==> src/rtl/sal_sched_pkg.sv <==
// sal_sched_pkg: shared command and arbitration class encodings for the bank schedulers
package sal_sched_pkg;
  typedef enum logic [2:0] {
    CMD_NOP = 3'd0,
    CMD_ACT = 3'd1,
    CMD_RD  = 3'd2,
    CMD_WR  = 3'd3,
    CMD_PRE = 3'd4,
    CMD_REF = 3'd5
  } cmd_t;
  typedef enum logic [2:0] {
    CLS_NONE = 3'd0,
    CLS_COL  = 3'd1,
    CLS_ACT  = 3'd2,
    CLS_MNT  = 3'd3,
    CLS_ALL  = 3'd4
  } cls_t;
endpackage

==> src/rtl/sal_rr_arbiter.sv <==
// sal_rr_arbiter: round-robin pick of the first requester at or after ptr
module sal_rr_arbiter #(
  parameter int N = 4
) (
  input  logic [N-1:0]         req,
  input  logic [$clog2(N)-1:0] ptr,
  output logic [N-1:0]         gnt,
  output logic [$clog2(N)-1:0] idx
);
  localparam int W = $clog2(N);
  logic [W-1:0] j;
  // scan offsets from farthest to nearest so the nearest requester to ptr wins last
  always_comb begin
    gnt = '0;
    idx = '0;
    j = '0;
    for (int i = N - 1; i >= 0; i--) begin
      j = ptr + W'(i);
      if (req[j]) begin
        gnt = '0;
        gnt[j] = 1'b1;
        idx = j;
      end
    end
  end
endmodule

==> src/rtl/sal_cmd_arbiter.sv <==
// sal_cmd_arbiter: grants one timing-legal bank command per cycle and registers it toward DFI
module sal_cmd_arbiter
  import sal_sched_pkg::*;
#(
  parameter int NUM_BANKS = 4,
  parameter int RA_W      = 16,
  parameter int CA_W      = 10,
  parameter int ID_W      = 4,
  parameter int LEN_W     = 4,
  parameter int TCNT_W    = 4,
  parameter bit COL_FIRST = 1'b1
) (
  input  logic                           clk,
  input  logic                           rst_n,
  input  logic [TCNT_W-1:0]              t_rrd_m1,
  input  logic [TCNT_W-1:0]              t_ccd_m1,
  input  logic [TCNT_W-1:0]              t_wtr_m1,
  input  logic [TCNT_W-1:0]              t_rtw_m1,
  input  logic [NUM_BANKS-1:0]           act_req,
  input  logic [NUM_BANKS-1:0]           rd_req,
  input  logic [NUM_BANKS-1:0]           wr_req,
  input  logic [NUM_BANKS-1:0]           pre_req,
  input  logic [NUM_BANKS-1:0]           ref_req,
  input  logic [NUM_BANKS*RA_W-1:0]      ra,
  input  logic [NUM_BANKS*CA_W-1:0]      ca,
  input  logic [NUM_BANKS*ID_W-1:0]      id,
  input  logic [NUM_BANKS*LEN_W-1:0]     len,
  output logic [NUM_BANKS-1:0]           act_gnt,
  output logic [NUM_BANKS-1:0]           rd_gnt,
  output logic [NUM_BANKS-1:0]           wr_gnt,
  output logic [NUM_BANKS-1:0]           pre_gnt,
  output logic [NUM_BANKS-1:0]           ref_gnt,
  output logic                           cmd_valid,
  output cmd_t                           cmd,
  output logic [$clog2(NUM_BANKS)-1:0]   cmd_ba,
  output logic [RA_W-1:0]                cmd_ra,
  output logic [CA_W-1:0]                cmd_ca,
  output logic [ID_W-1:0]                cmd_id,
  output logic [LEN_W-1:0]               cmd_len
);
  localparam int BA_W = $clog2(NUM_BANKS);
  logic [TCNT_W-1:0] rrd_cnt, ccd_cnt, wtr_cnt, rtw_cnt;
  logic [BA_W-1:0] rr_ptr;
  logic [NUM_BANKS-1:0] act_e, rd_e, wr_e, col_e, mnt_e, all_e;
  logic [NUM_BANKS-1:0] col_g, act_g, mnt_g, all_g, gnt;
  logic [BA_W-1:0] col_i, act_i, mnt_i, all_i, sel;
  cls_t cls;
  cmd_t sel_cmd;
  // mask each request class by the inter-bank timing counters that gate it
  always_comb begin
    act_e = rrd_cnt == '0 ? act_req : '0;
    rd_e = (ccd_cnt == '0 && wtr_cnt == '0) ? rd_req : '0;
    wr_e = (ccd_cnt == '0 && rtw_cnt == '0) ? wr_req : '0;
    col_e = rd_e | wr_e;
    mnt_e = pre_req | ref_req;
    all_e = col_e | act_e | mnt_e;
  end
  sal_rr_arbiter #(.N(NUM_BANKS)) u_col (.req(col_e), .ptr(rr_ptr), .gnt(col_g), .idx(col_i));
  sal_rr_arbiter #(.N(NUM_BANKS)) u_act (.req(act_e), .ptr(rr_ptr), .gnt(act_g), .idx(act_i));
  sal_rr_arbiter #(.N(NUM_BANKS)) u_mnt (.req(mnt_e), .ptr(rr_ptr), .gnt(mnt_g), .idx(mnt_i));
  sal_rr_arbiter #(.N(NUM_BANKS)) u_all (.req(all_e), .ptr(rr_ptr), .gnt(all_g), .idx(all_i));
  // pick the winning class, then the bank and command type it carries; nothing granted in reset
  always_comb begin
    cls = !rst_n ? CLS_NONE :
          !COL_FIRST ? (|all_e ? CLS_ALL : CLS_NONE) :
          |col_e ? CLS_COL : |act_e ? CLS_ACT : |mnt_e ? CLS_MNT : CLS_NONE;
    gnt = cls == CLS_ALL ? all_g : cls == CLS_COL ? col_g :
          cls == CLS_ACT ? act_g : cls == CLS_MNT ? mnt_g : '0;
    sel = cls == CLS_ALL ? all_i : cls == CLS_COL ? col_i :
          cls == CLS_ACT ? act_i : cls == CLS_MNT ? mnt_i : '0;
    sel_cmd = ~|gnt ? CMD_NOP : rd_e[sel] ? CMD_RD : wr_e[sel] ? CMD_WR :
              act_e[sel] ? CMD_ACT : pre_req[sel] ? CMD_PRE : CMD_REF;
  end
  assign act_gnt = gnt & act_e;
  assign rd_gnt  = gnt & rd_e;
  assign wr_gnt  = gnt & wr_e;
  assign pre_gnt = gnt & pre_req;
  assign ref_gnt = gnt & ref_req;
  // timing counters: load on the relevant grant (load beats decrement), else count down to 0
  always_ff @(posedge clk or negedge rst_n) begin
    if (!rst_n) begin
      rrd_cnt <= '0;
      ccd_cnt <= '0;
      wtr_cnt <= '0;
      rtw_cnt <= '0;
    end else begin
      rrd_cnt <= sel_cmd == CMD_ACT ? t_rrd_m1 : rrd_cnt == '0 ? '0 : rrd_cnt - TCNT_W'(1);
      ccd_cnt <= (sel_cmd == CMD_RD || sel_cmd == CMD_WR) ? t_ccd_m1 :
                 ccd_cnt == '0 ? '0 : ccd_cnt - TCNT_W'(1);
      wtr_cnt <= sel_cmd == CMD_WR ? t_wtr_m1 : wtr_cnt == '0 ? '0 : wtr_cnt - TCNT_W'(1);
      rtw_cnt <= sel_cmd == CMD_RD ? t_rtw_m1 : rtw_cnt == '0 ? '0 : rtw_cnt - TCNT_W'(1);
    end
  end
  // register the granted command; fields and pointer only move on a grant
  always_ff @(posedge clk or negedge rst_n) begin
    if (!rst_n) begin
      cmd_valid <= 1'b0;
      cmd <= CMD_NOP;
      cmd_ba <= '0;
      cmd_ra <= '0;
      cmd_ca <= '0;
      cmd_id <= '0;
      cmd_len <= '0;
      rr_ptr <= '0;
    end else begin
      cmd_valid <= |gnt;
      cmd <= sel_cmd;
      if (|gnt) begin
        cmd_ba <= sel;
        cmd_ra <= ra[sel*RA_W +: RA_W];
        cmd_ca <= ca[sel*CA_W +: CA_W];
        cmd_id <= id[sel*ID_W +: ID_W];
        cmd_len <= len[sel*LEN_W +: LEN_W];
        rr_ptr <= sel + BA_W'(1);
      end
    end
  end
  genvar g;
  for (g = 0; g < NUM_BANKS; g++) begin : g_req_chk
    a_one_req_type: assert property (@(posedge clk) disable iff (!rst_n)
      $onehot0({act_req[g], rd_req[g], wr_req[g], pre_req[g], ref_req[g]}));
  end
endmodule

==> config.mk <==
export PLATFORM = sky130hd
export DESIGN_NAME = sal_cmd_arbiter
export DESIGN_NICKNAME = d
export VERILOG_FILES = /design/src/rtl/sal_sched_pkg.sv /design/src/rtl/sal_rr_arbiter.sv /design/src/rtl/sal_cmd_arbiter.sv
export SDC_FILE = /design/constraint.sdc
export NUM_CORES = 1
export LEC_CHECK = 0
export ABC_AREA = 1
export CORE_MARGIN = 2
export CORE_UTILIZATION = 30
export CTS_CLUSTER_DIAMETER = 30
export DETAILED_ROUTE_END_ITERATION = 12
export GPL_TIMING_DRIVEN = 0
export PLACE_DENSITY = 0.64
export SLEW_MARGIN = 20
export SYNTH_ARGS = -nofsm -noshare
export SYNTH_HDL_FRONTEND = slang
export SYNTH_SLANG_ARGS = --single-unit
export TNS_END_PERCENT = 50
==> constraint.sdc <==
create_clock -name clk -period 4 [get_ports clk]
set_input_delay 0.8 -clock clk [delete_from_list [all_inputs] [get_ports clk]]
set_output_delay 0.8 -clock clk [all_outputs]
set_load 0.05 [all_outputs]
==> summary.txt, run 1 <==
Status
  – Outcome: finished, final reports clean

Place
  – Worst Setup Slack post-DPL: -816 ps
  – Placed standard-cell area: 7570 µm²
  – Port bufs: 233
  – Final Wtd Congestion: 0.914
  – Placed cell count: 1235
  – Placed wire-length estimate after detailed placement: 16900 µm

Synth
  – Mean instance size in the synthesized netlist: 6.30 µm²
  – Mapped Nets: 963
  – Number of enable-type register cells in the synthesized netlist: 0
  – Main flop type after synthesis: sky130_fd_sc_hd__dfrtp_1
  – Combined area of all synthesized cells: 4940 µm²
  – Flop and latch count out of synthesis: 58
  – Number of distinct library cells after synthesis: 40
  – Post-synthesis cell count: 785
  – Asr flop ratio synth: 1.00
  – Proportion of synthesized chip area in sequential cells: 0.294
  – Synth warn: 0

GRT
  – Global-route wire length before repair: 33200 µm
  – Met1 usage in global routing: 0.279
  – Layer with the highest usage after global routing: met2
  – Overall overflow remaining after global route: 0
  – M2 GR Usage: 0.437
  – Global-route met3 utilization: 0.0692
  – Pin count of the biggest net entering global routing: 54
  – Antenna violations before repair: 0
  – All-layer global routing usage: 0.243
  – Number of global-route vias before repair: 6131

Timing
  – Maximum clock frequency: 259 MHz
  – Final worst slack: 139 ps
  – Time the worst path needs with I/O delays and setup: 3860 ps
  – Pins Over Slew Limit: 0
  – Tightest Pin Transition: 637 ps
  – Endpoints failing setup: 0
  – Largest clock skew in the final design: 5.37 ps
  – Final worst path period share: 0.965
  – Final hold violations: 0
  – Worst-case headroom to the max-slew limit: 0.575

Pwr
  – Design Power: 9.10 mW
  – Largest vdd supply drop: 0.494 mV
  – Leakage power: 3.71 nW
  – Power density normalized to cell area: 1140 nW/µm²

Floorplan
  – Vertical die dimension: 132 µm
  – Chip width: 132 µm
  – Initial core utilization: 0.309
  – Std-Cell Core Area: 16000 µm²
  – Die Area: 17500 µm²
  – Row count: 46
  – Ports placed on the boundary: 234

Worst setup path
  – Start point of the critical path: rr_ptr[0]$_DFFE_PN0N_
  – Crit path launch type: flip-flop
  – Worst r2r src: rr_ptr[0]$_DFFE_PN0N_
  – Arrival time of data at the critical path endpoint: 3060 ps
  – Critical Path Sink Type: output pin
  – Crit path max fanout: 11
  – Required time worst endpoint: 3200 ps
  – Setup CP Type: reg2out

Layout
  – Final non-filler cell area: 8010 µm²
  – Non-filler cells in the finished layout: 1254
  – Antenna Cells: 0
  – Layout Utilization: 0.501
  – Layout overhead on the synthesized area: 62.0%
  – Nets: 1211
  – Count of fill cells added during filler insertion: 1690
  – Proportion of layout cells with a drive suffix above 1: 0.143

Clocking
  – Buffer levels on the longest clock path: 2
  – TritonCTS clock tree: yes
  – CTS root buffer: sky130_fd_sc_hd__clkbuf_16
  – CTS clk-pin slew, worst paths: 60 ps
  – Worst skew pair latency: 330 ps
  – Total clock buffers created by CTS: 9
  – H-tree depth: 3
  – Clock sink count: 58

Routing
  – First-pass iteration count of the detailed router: 5
  – Antenna Nets Post-Route: 0
  – Drt via density: 5.02
  – DRT Wirelength: 21700 µm
  – Routed wire per std cell: 17.3 µm
  – Routed via count: 6300
  – Iteration-0 DRC count of the detailed router: 402
  – Post-route DRC violation count: 0

Min path
  – Class of the most critical hold timing path: in2async

Run
  – Count of maximum capacitance violations: 0
-- path summary, 6_finish.rpt --
check	end	slack [ps]	cells after the start
min in group clk	cmd_ca[9]$_DFFE_PN0N_	480	2
hold / removal	cmd_ra[11]$_DFFE_PN0N_	300	1
setup / recovery	act_gnt[3]	140	16
max in group asynchronous	rtw_cnt[1]$_DFF_PN0_	3200	2
setup reg to reg	cmd_len[0]$_DFFE_PN0N_	480	20
hold reg to reg	cmd_ca[9]$_DFFE_PN0N_	480	2
-- registers in the layout, indices dropped and copies added (netlist names) --
signal / flops
ccd_cnt: 4
cmd_ba: 2
cmd_ra: 16
cmd: 3
cmd_len: 4
rtw_cnt: 4
wtr_cnt: 4
cmd_valid: 1
cmd_ca: 10
cmd_id: 4
rr_ptr: 2
rrd_cnt: 4
-- synthesized netlist by cell type, types with 2 or more instances --
master | n | share of area
sky130_fd_sc_hd__o21ai_1 | 14 | 0.014
sky130_fd_sc_hd__clkbuf_1 | 7 | 0.0053
sky130_fd_sc_hd__dfrtp_1 | 58 | 0.29
sky130_fd_sc_hd__or2_0 | 13 | 0.016
sky130_fd_sc_hd__a21oi_1 | 32 | 0.032
sky130_fd_sc_hd__or2_1 | 3 | 0.0038
sky130_fd_sc_hd__o21bai_1 | 2 | 0.0030
sky130_fd_sc_hd__nand2_4 | 4 | 0.0091
sky130_fd_sc_hd__nand3_1 | 54 | 0.055
sky130_fd_sc_hd__inv_1 | 46 | 0.035
sky130_fd_sc_hd__o211ai_1 | 3 | 0.0046
sky130_fd_sc_hd__ha_1 | 4 | 0.010
sky130_fd_sc_hd__buf_2 | 16 | 0.016
sky130_fd_sc_hd__clkbuf_2 | 2 | 0.0020
sky130_fd_sc_hd__nand2_1 | 233 | 0.18
sky130_fd_sc_hd__nor2_4 | 2 | 0.0046
sky130_fd_sc_hd__o22ai_1 | 37 | 0.047
sky130_fd_sc_hd__nor2_2 | 6 | 0.0076
sky130_fd_sc_hd__inv_2 | 10 | 0.0076
sky130_fd_sc_hd__a21oi_4 | 2 | 0.0066
sky130_fd_sc_hd__nand4_1 | 4 | 0.0051
sky130_fd_sc_hd__nand2_2 | 17 | 0.022
sky130_fd_sc_hd__o21bai_2 | 4 | 0.0091
sky130_fd_sc_hd__nand3_2 | 8 | 0.016
sky130_fd_sc_hd__buf_4 | 9 | 0.014
sky130_fd_sc_hd__nand3b_1 | 3 | 0.0046
sky130_fd_sc_hd__o21ai_0 | 82 | 0.083
sky130_fd_sc_hd__nor2_1 | 97 | 0.074
sky130_fd_sc_hd__o21ai_2 | 2 | 0.0035
-- layer usage --
metal,wire length [µm],share of wire,up-vias
met4,524,0.024,0
li1,-,-,3085
met3,1710,0.079,34
met2,11000,0.51,263
met5,0,0,-
met1,8430,0.39,2918
-- cell families after synthesis --
family | count (synthesis) | share of synthesized area
buffers and inverters | 93 | 0.0840
AND/OR/NAND/NOR | 447 | 0.401
adder cells (fa/ha/maj) | 4 | 0.0101
flip-flops | 58 | 0.294
AO/OA/AOI/OAI | 183 | 0.212
-- critical path: stages, from the launching register on --
cell and delay, ps:
sky130_fd_sc_hd__dfrtp_2 420, sky130_fd_sc_hd__inv_2 70, sky130_fd_sc_hd__buf_6 140, sky130_fd_sc_hd__buf_12 140
sky130_fd_sc_hd__ha_2 390, sky130_fd_sc_hd__inv_2 70, sky130_fd_sc_hd__buf_6 140, sky130_fd_sc_hd__o21ai_0 240
sky130_fd_sc_hd__nand2_1 170, sky130_fd_sc_hd__o21ai_1 150, sky130_fd_sc_hd__nand2_1 60, sky130_fd_sc_hd__o21ai_0 80
sky130_fd_sc_hd__nand2_1 70, sky130_fd_sc_hd__nand2_1 120, sky130_fd_sc_hd__nand2_4 130, sky130_fd_sc_hd__nor2_2 150
sky130_fd_sc_hd__buf_6 180
-- report_power, final --
| group | switching [mW] | internal (mW) | leakage [nW] |
|---|---|---|---|
| clock | 0.281 | 0.688 | 0.180 |
| sequential | 0.197 | 0.949 | 0.707 |
| combinational | 4.73 | 2.25 | 2.83 |
| total | 5.21 | 3.89 | 3.71 |
-- through the flow --
| stage | hold slack [ps] | TNS [ps] |
|---|---|---|
| finish | 297 | 0 |
| global route | 292 | -262 |
| CTS | 284 | -3.80 |
| detailed placement | 465 | -13140 |
| global placement | 462 | -156610 |
| floorplan | 464 | 0 |
-- placed cells by master (no fill, tap or decap), types with 3 or more instances in the layout --
| master | n |
|---|---|
| sky130_fd_sc_hd__a21oi_1 | 32 |
| sky130_fd_sc_hd__buf_2 | 16 |
| sky130_fd_sc_hd__buf_4 | 21 |
| sky130_fd_sc_hd__buf_6 | 10 |
| sky130_fd_sc_hd__bufinv_16 | 4 |
| sky130_fd_sc_hd__clkbuf_1 | 7 |
| sky130_fd_sc_hd__clkbuf_16 | 9 |
| sky130_fd_sc_hd__clkbuf_4 | 3 |
| sky130_fd_sc_hd__clkdlybuf4s50_1 | 212 |
| sky130_fd_sc_hd__dfrtp_1 | 56 |
| sky130_fd_sc_hd__ha_1 | 3 |
| sky130_fd_sc_hd__inv_1 | 43 |
| sky130_fd_sc_hd__inv_2 | 13 |
| sky130_fd_sc_hd__nand2_1 | 229 |
| sky130_fd_sc_hd__nand2_2 | 20 |
| sky130_fd_sc_hd__nand2_4 | 5 |
| sky130_fd_sc_hd__nand3_1 | 53 |
| sky130_fd_sc_hd__nand3_2 | 9 |
| sky130_fd_sc_hd__nand3b_1 | 3 |
| sky130_fd_sc_hd__nand4_1 | 4 |
| sky130_fd_sc_hd__nor2_1 | 89 |
| sky130_fd_sc_hd__nor2_2 | 14 |
| sky130_fd_sc_hd__o211ai_1 | 3 |
| sky130_fd_sc_hd__o21ai_0 | 80 |
| sky130_fd_sc_hd__o21ai_1 | 15 |
| sky130_fd_sc_hd__o21ai_2 | 3 |
| sky130_fd_sc_hd__o21bai_2 | 4 |
| sky130_fd_sc_hd__o22ai_1 | 37 |
| sky130_fd_sc_hd__or2_0 | 13 |
| sky130_fd_sc_hd__or2_1 | 3 |
-- layout make-up --
cell class / instances / area (µm²) / area share
buffer: 36 / 223 / 0.0278
clock buffer: 11 / 243 / 0.0303
clock inverter: 5 / 125 / 0.0156
inverter: 57 / 216 / 0.0270
multi-input combinational: 634 / 3120 / 0.390
sequential: 58 / 1450 / 0.181
tap: 216 / 270 / 0.0337
timing repair buffer: 237 / 2360 / 0.294
-- what timing repair did --
action,in CTS,in global routing
pin swaps,0,3
resized for setup,126,34
endpoints found under the setup margin,20,20
buffers inserted,0,3
hold buffers,0,0
Note: power is estimated with default switching activity, not from simulation.
==> inputs of run 2 (changes only) <==
--- a/config.mk
+++ b/config.mk
@@ -6,13 +6,15 @@
 export NUM_CORES = 1
 export LEC_CHECK = 0
 export ABC_AREA = 1
+export CELL_PAD_IN_SITES_DETAIL_PLACEMENT = 1
+export CELL_PAD_IN_SITES_GLOBAL_PLACEMENT = 1
 export CORE_MARGIN = 2
-export CORE_UTILIZATION = 30
-export CTS_CLUSTER_DIAMETER = 30
+export CORE_UTILIZATION = 28
+export CTS_CLUSTER_DIAMETER = 200
 export DETAILED_ROUTE_END_ITERATION = 12
 export GPL_TIMING_DRIVEN = 0
-export PLACE_DENSITY = 0.64
-export SLEW_MARGIN = 20
+export PLACE_DENSITY = 0.85
+export SLEW_MARGIN = 10
 export SYNTH_ARGS = -nofsm -noshare
 export SYNTH_HDL_FRONTEND = slang
 export SYNTH_SLANG_ARGS = --single-unit
==> run 2 against run 1 <==
Register-to-register slack hardly changed. Clock skew increased by 1.6 ps. Fmax rose by 0.28%. Routed wire length up 7.8%. First-iteration DRC count fell by 23%. Via count up 2.0%. Worst hold slack got worse by 32 ps. Non-clock buffer count shrank 3. Worst setup slack better by 11 ps. Core utilization down 4.1 points. Global-route usage grew 1.4 points.
==> summary.txt, run 2 (same netlist as run 1, synthesis figures left out) <==
Layout
  – Commonest cells after routing, fill and taps aside: sky130_fd_sc_hd__nand2_1 (228), sky130_fd_sc_hd__clkdlybuf4s50_1 (212), sky130_fd_sc_hd__nor2_1 (87)
  – Reg with most FFs: cmd_ra
  – Layout Utilization: 0.459
  – Proportion of layout cells with a drive suffix above 1: 0.137
  – Largest registers: cmd_ra (16), cmd_ca (10)
  – Antenna Cells: 0
  – Layout overhead on the synthesized area: 60.7%
  – Most frequent standard cell in the layout excluding fill and tap cells: sky130_fd_sc_hd__nand2_1
  – Max FFs per register: 16
  – Count of fill cells added during filler insertion: 2246
  – Nets: 1208

Clocking
  – Worst skew pair latency: 320 ps
  – TritonCTS clock tree: yes
  – H-tree depth: 3
  – CTS clk-pin slew, worst paths: 50 ps
  – CTS root buffer: sky130_fd_sc_hd__clkbuf_16
  – Buffer levels on the longest clock path: 2
  – Post-CTS Hold Fix Bufs: 0
  – Post CTS Setup Buffer Count: 0
  – Total clock buffers created by CTS: 9
  – Clock sink count: 58

Worst setup path
  – Crit-path cells: clkdlybuf4s50_1 > nor2_4 > nand2_1 > nand3_1 > nand2_1 > inv_1 > nand2_2 > nor2_1 > a21oi_1 > o21ai_1 > nand2_1 > nand3_1 > nand2_4 > nor2_1 > buf_4
  – Crit path launch type: input pin
  – Worst r2r src: rr_ptr[0]$_DFFE_PN0N_
  – Terminus of the critical flop-to-flop path: cmd_len[3]$_DFFE_PN0N_
  – Required time worst endpoint: 3200 ps
  – Start point of the critical path: pre_req[2]
  – Reg2Reg Depth: 19
  – Family of cells with the greatest summed delay on the critical path: simple AND/OR/NAND/NOR gates
  – Delay contributed by the slowest stage of the critical path: 510 ps
  – Slowest-stage cell, CP: sky130_fd_sc_hd__clkdlybuf4s50_1
  – Endpoint of the worst setup timing path: pre_gnt[0]
  – Setup CP Type: in2out
  – Critical Path Sink Type: output pin
  – Logic depth of the worst setup path including buffers: 15
  – Crit path max fanout: 6
  – Arrival time of data at the critical path endpoint: 3050 ps
  – CP bufs+invs: 3
  – Crit-path most repeated cell: sky130_fd_sc_hd__nand2_1
  – FF-to-FF setup slack: 490 ps

Timing
  – Tightest Pin Transition: 674 ps
  – Final hold violations: 0
  – Final worst path period share: 0.962
  – Pins Over Slew Limit: 0
  – Maximum clock frequency: 260 MHz
  – Time the worst path needs with I/O delays and setup: 3850 ps
  – Worst-case headroom to the max-slew limit: 0.550
  – Endpoints failing setup: 0
  – Largest clock skew in the final design: 6.95 ps

GRT
  – Pin count of the biggest net entering global routing: 60
  – Overall overflow remaining after global route: 0
  – Global-route wire length before repair: 36500 µm
  – Number of global-route vias before repair: 6745
  – Antenna violations before repair: 0
  – All-layer global routing usage: 0.257

Place
  – Final Wtd Congestion: 0.897
  – Placed wire-length estimate after detailed placement: 18500 µm
  – Port bufs: 233

Routing
  – Routed wire per std cell: 18.6 µm
  – First-pass iteration count of the detailed router: 5
  – Routed via count: 6425
  – Antenna Nets Post-Route: 0
  – Iteration-0 DRC count of the detailed router: 308
  – DRT Wirelength: 23400 µm
  – Post-route DRC violation count: 0
  – Drt via density: 5.11

Run
  – Count of maximum capacitance violations: 0

Floorplan
  – Std-Cell Core Area: 17300 µm²
  – Row count: 48
  – Die Area: 18700 µm²
  – Vertical die dimension: 137 µm
  – Initial core utilization: 0.286
  – Ports placed on the boundary: 234
  – Chip width: 137 µm

Min path
  – Class of the most critical hold timing path: in2async

Status
  – Outcome: finished, final reports clean
## run 2: cell types whose count changed in the layout (fill, tap and decap cells not counted), sizes merged
cell,previous run,this run
clkbuf,22,18
clkinv,1,3
bufinv,4,1
## run 2: cell type report
type | count | area (µm²) | area share
multi-input combinational | 634 | 3150 | 0.397
timing repair buffer | 234 | 2350 | 0.296
sequential | 58 | 1450 | 0.183
tap | 225 | 282 | 0.0354
clock buffer | 10 | 229 | 0.0288
buffer | 36 | 218 | 0.0274
inverter | 57 | 216 | 0.0272
clock inverter | 4 | 45.0 | 0.00567
## run 2: through the flow
stage                     TNS, ps  std cells  instance area (µm²)  hold slack (ps)  setup WS [ps]
after global routing        -13.2       1258                 7950              249          -13.2
final                           0       1258                 7950              265            150
after detailed placement   -13590       1244                 7580              469           -821
after floorplan                 0        785                 4940              464            246
after CTS                       0       1258                 7850              254           1.71
after global placement    -155630       1243                 7560              463          -2660
## run 2: worst min path at each step
| stage | startpoint | endpoint | slack (ps) | cells after the start |
|---|---|---|---|---|
| 6_report | rst_n | rtw_cnt[3]$_DFF_PN0_ | 270 | 1 |
| 5_1_grt | rst_n | rtw_cnt[3]$_DFF_PN0_ | 250 | 1 |
| 4_1_cts | rst_n | rtw_cnt[3]$_DFF_PN0_ | 250 | 1 |
| 3_5_place_dp | cmd_ra[2]$_DFFE_PN0N_ | cmd_ra[2]$_DFFE_PN0N_ | 470 | 2 |
| 3_3_place_gp | cmd_ra[2]$_DFFE_PN0N_ | cmd_ra[2]$_DFFE_PN0N_ | 460 | 2 |
| 2_1_floorplan | ccd_cnt[0]$_DFF_PN0_ | ccd_cnt[0]$_DFF_PN0_ | 460 | 1 |
## run 2: layer usage
| metal | GRT usage | vias to the layer above | share of wire |
|---|---|---|---|
| met4 | 0.0790 | 0 | 0.027 |
| li1 | - | 3090 | - |
| met2 | 0.472 | 212 | 0.52 |
| met3 | 0.0619 | 39 | 0.068 |
| met5 | 0 | - | 0 |
| met1 | 0.292 | 3084 | 0.39 |
## run 2: timing repair
action,CTS,global route
endpoints found under the setup margin,21,21
resized for setup,133,39
endpoints found under the hold margin,0,0
Power of run 2 is not shown: default switching activity piles up to over one toggle a cycle in this logic, so the estimate is an artifact.
==> inputs of run 3 (changes only) <==
--- a/config.mk
+++ b/config.mk
@@ -14,6 +14,7 @@
 export DETAILED_ROUTE_END_ITERATION = 12
 export GPL_TIMING_DRIVEN = 0
 export PLACE_DENSITY = 0.85
+export RECOVER_POWER = 25
 export SLEW_MARGIN = 10
 export SYNTH_ARGS = -nofsm -noshare
 export SYNTH_HDL_FRONTEND = slang
==> constraint.sdc (replaced) <==
create_clock -name clk -period 3.7 [get_ports clk]
set_input_delay 0.74 -clock clk [delete_from_list [all_inputs] [get_ports clk]]
set_output_delay 0.74 -clock clk [all_outputs]
set_load 0.05 [all_outputs]
==> run 3 against run 2 <==
Core utilization up 1.4 points. Clock skew up 1.1 ps. Routed wire length up 2.7%. Die area unchanged. Register-to-register slack worse by 110 ps. Highest routed layer unchanged.
==> summary.txt, run 3 (same netlist as run 1, synthesis figures left out) <==
Status
  – Outcome: finished, final reports clean

Layout
  – Commonest cells after routing, fill and taps aside: sky130_fd_sc_hd__nand2_1 (220), sky130_fd_sc_hd__clkdlybuf4s50_1 (210), sky130_fd_sc_hd__o21ai_0 (77), sky130_fd_sc_hd__nor2_1 (77), sky130_fd_sc_hd__dfrtp_1 (56)
  – Proportion of layout cells with a drive suffix above 1: 0.174
  – Nets: 1218
  – Non-filler cells in the finished layout: 1268
  – Layout overhead on the synthesized area: 65.4%
  – Largest registers: cmd_ra (16), cmd_ca (10)
  – Max FFs per register: 16
  – Reg with most FFs: cmd_ra
  – Most frequent standard cell in the layout excluding fill and tap cells: sky130_fd_sc_hd__nand2_1
  – Count of fill cells added during filler insertion: 2222
  – Antenna Cells: 0

GRT
  – Pin count of the biggest net entering global routing: 60
  – Antenna violations before repair: 0
  – All-layer global routing usage: 0.258
  – Overall overflow remaining after global route: 0
  – Number of global-route vias before repair: 6762
  – Global-route wire length before repair: 36700 µm

Place
  – Port bufs: 233
  – Placed cell count: 1244
  – Placed wire-length estimate after detailed placement: 18500 µm
  – Worst Setup Slack post-DPL: -1060 ps
  – Final Wtd Congestion: 0.897

Routing
  – DRT Wirelength: 24000 µm
  – Iteration-0 DRC count of the detailed router: 296
  – First-pass iteration count of the detailed router: 4
  – Routed via count: 6514
  – Drt via density: 5.14
  – Antenna Nets Post-Route: 0
  – Routed wire per std cell: 18.9 µm
  – Post-route DRC violation count: 0

Clocking
  – Total clock buffers created by CTS: 9
  – CTS clk-pin slew, worst paths: 50 ps
  – Buffer levels on the longest clock path: 2
  – Clock sink count: 58
  – H-tree depth: 3
  – Post-CTS Hold Fix Bufs: 0
  – Worst skew pair latency: 330 ps
  – CTS root buffer: sky130_fd_sc_hd__clkbuf_16
  – TritonCTS clock tree: yes

Worst setup path
  – FF-to-FF setup slack: 380 ps
  – Delay contributed by the slowest stage of the critical path: 470 ps
  – Slowest-stage cell, CP: sky130_fd_sc_hd__clkdlybuf4s50_1
  – Arrival time of data at the critical path endpoint: 2870 ps
  – Worst r2r src: rr_ptr[0]$_DFFE_PN0N_
  – Setup CP Type: in2out
  – Crit-path cells: clkdlybuf4s50_1 > nand2_2 > nand2_1 > nor2_1 > nand3_2 > nor2_4 > o21ai_0 > nor2_1 > nor2_1 > nand2_2 > nand2_8 > nor2_4 > buf_8
  – Crit-path most repeated cell: sky130_fd_sc_hd__nor2_1
  – Start point of the critical path: rd_req[3]
  – Terminus of the critical flop-to-flop path: cmd_ra[9]$_DFFE_PN0N_
  – Endpoint of the worst setup timing path: rd_gnt[3]
  – Crit path launch type: input pin
  – Required time worst endpoint: 2960 ps
  – Crit path max fanout: 6
  – Reg2Reg Depth: 21
  – Critical Path Sink Type: output pin

Run
  – Count of maximum capacitance violations: 0

Timing
  – Pins Over Slew Limit: 0
  – Maximum clock frequency: 277 MHz
  – Final worst path period share: 0.975
  – Final hold violations: 0
  – Worst-case headroom to the max-slew limit: 0.542
  – Tightest Pin Transition: 687 ps
  – Time the worst path needs with I/O delays and setup: 3610 ps
  – Largest clock skew in the final design: 8.04 ps
  – Endpoints failing setup: 0
  – Final worst slack: 92.9 ps

Floorplan
  – Std-Cell Core Area: 17300 µm²
  – Vertical die dimension: 137 µm
  – Die Area: 18700 µm²
  – Ports placed on the boundary: 234
  – Chip width: 137 µm
  – Initial core utilization: 0.286
  – Row count: 48

Min path
  – Class of the most critical hold timing path: in2async
run 3: cell count changes in the layout (fill, tap and decap cells not counted), moves of 3 or more:
| cell | before | now |
|---|---|---|
| sky130_fd_sc_hd__nor2_4 | 5 | 11 |
| sky130_fd_sc_hd__nand2_1 | 228 | 220 |
| sky130_fd_sc_hd__buf_4 | 17 | 22 |
| sky130_fd_sc_hd__nand3_2 | 8 | 13 |
| sky130_fd_sc_hd__nand3_1 | 54 | 49 |
| sky130_fd_sc_hd__nor2_2 | 13 | 17 |
| sky130_fd_sc_hd__inv_1 | 45 | 41 |
| sky130_fd_sc_hd__nor2_1 | 87 | 77 |
| sky130_fd_sc_hd__buf_8 | 1 | 4 |
| sky130_fd_sc_hd__nand2_2 | 18 | 26 |
run 3: layer usage:
layer / GRT usage / share of wire / vias up
met5: 0 / 0 / -
met4: 0.0825 / 0.030 / 0
met3: 0.0622 / 0.064 / 46
met2: 0.474 / 0.52 / 216
met1: 0.294 / 0.38 / 3146
li1: - / - / 3106
run 3: worst min-delay path by stage:
stage	end	start	slack, ps	depth (start not counted)
4_1_cts	rtw_cnt[3]$_DFF_PN0_	rst_n	190	1
2_1_floorplan	ccd_cnt[0]$_DFF_PN0_	rst_n	440	0
3_3_place_gp	cmd_ra[2]$_DFFE_PN0N_	cmd_ra[2]$_DFFE_PN0N_	460	2
6_report	rtw_cnt[3]$_DFF_PN0_	rst_n	240	1
3_5_place_dp	cmd_ra[2]$_DFFE_PN0N_	cmd_ra[2]$_DFFE_PN0N_	470	2
5_1_grt	rtw_cnt[3]$_DFF_PN0_	rst_n	230	1
run 3: cell type report:
class	count	area, µm²	area share
Multi-Input combinational cell	634	3280	0.401
Sequential cell	58	1450	0.178
Clock inverter	4	45.0	0.00551
Timing Repair Buffer	244	2450	0.299
Clock buffer	10	229	0.0280
Buffer	36	223	0.0272
Inverter	57	221	0.0271
Tap cell	225	282	0.0344
run 3: repair_timing:
action / CTS / global route
gates resized for setup: 153 / 65
setup buffers: 1 / 9
pin swaps: 3 / 11
setup endpoints to repair: 77 / 34
run 3: worst max-delay path: cells and delay by family:
family | cells | cell delay [ps]
buf+inv | 2 | 620
compound gates | 1 | 100
simple gates | 10 | 1390
run 3: stage by stage:
stage / setup TNS, ps / hold WS [ps] / utilization / cell area [µm²]
floorplan: 0 / 444 / - / 4940
global placement: -187070 / 463 / 0.437 / 7560
detailed placement: -27120 / 469 / 0.438 / 7580
CTS: 0 / 194 / 0.457 / 7910
global route: -173 / 234 / 0.473 / 8180
finish: 0 / 244 / 0.473 / 8180
Power of run 3 is left out for the same reason.
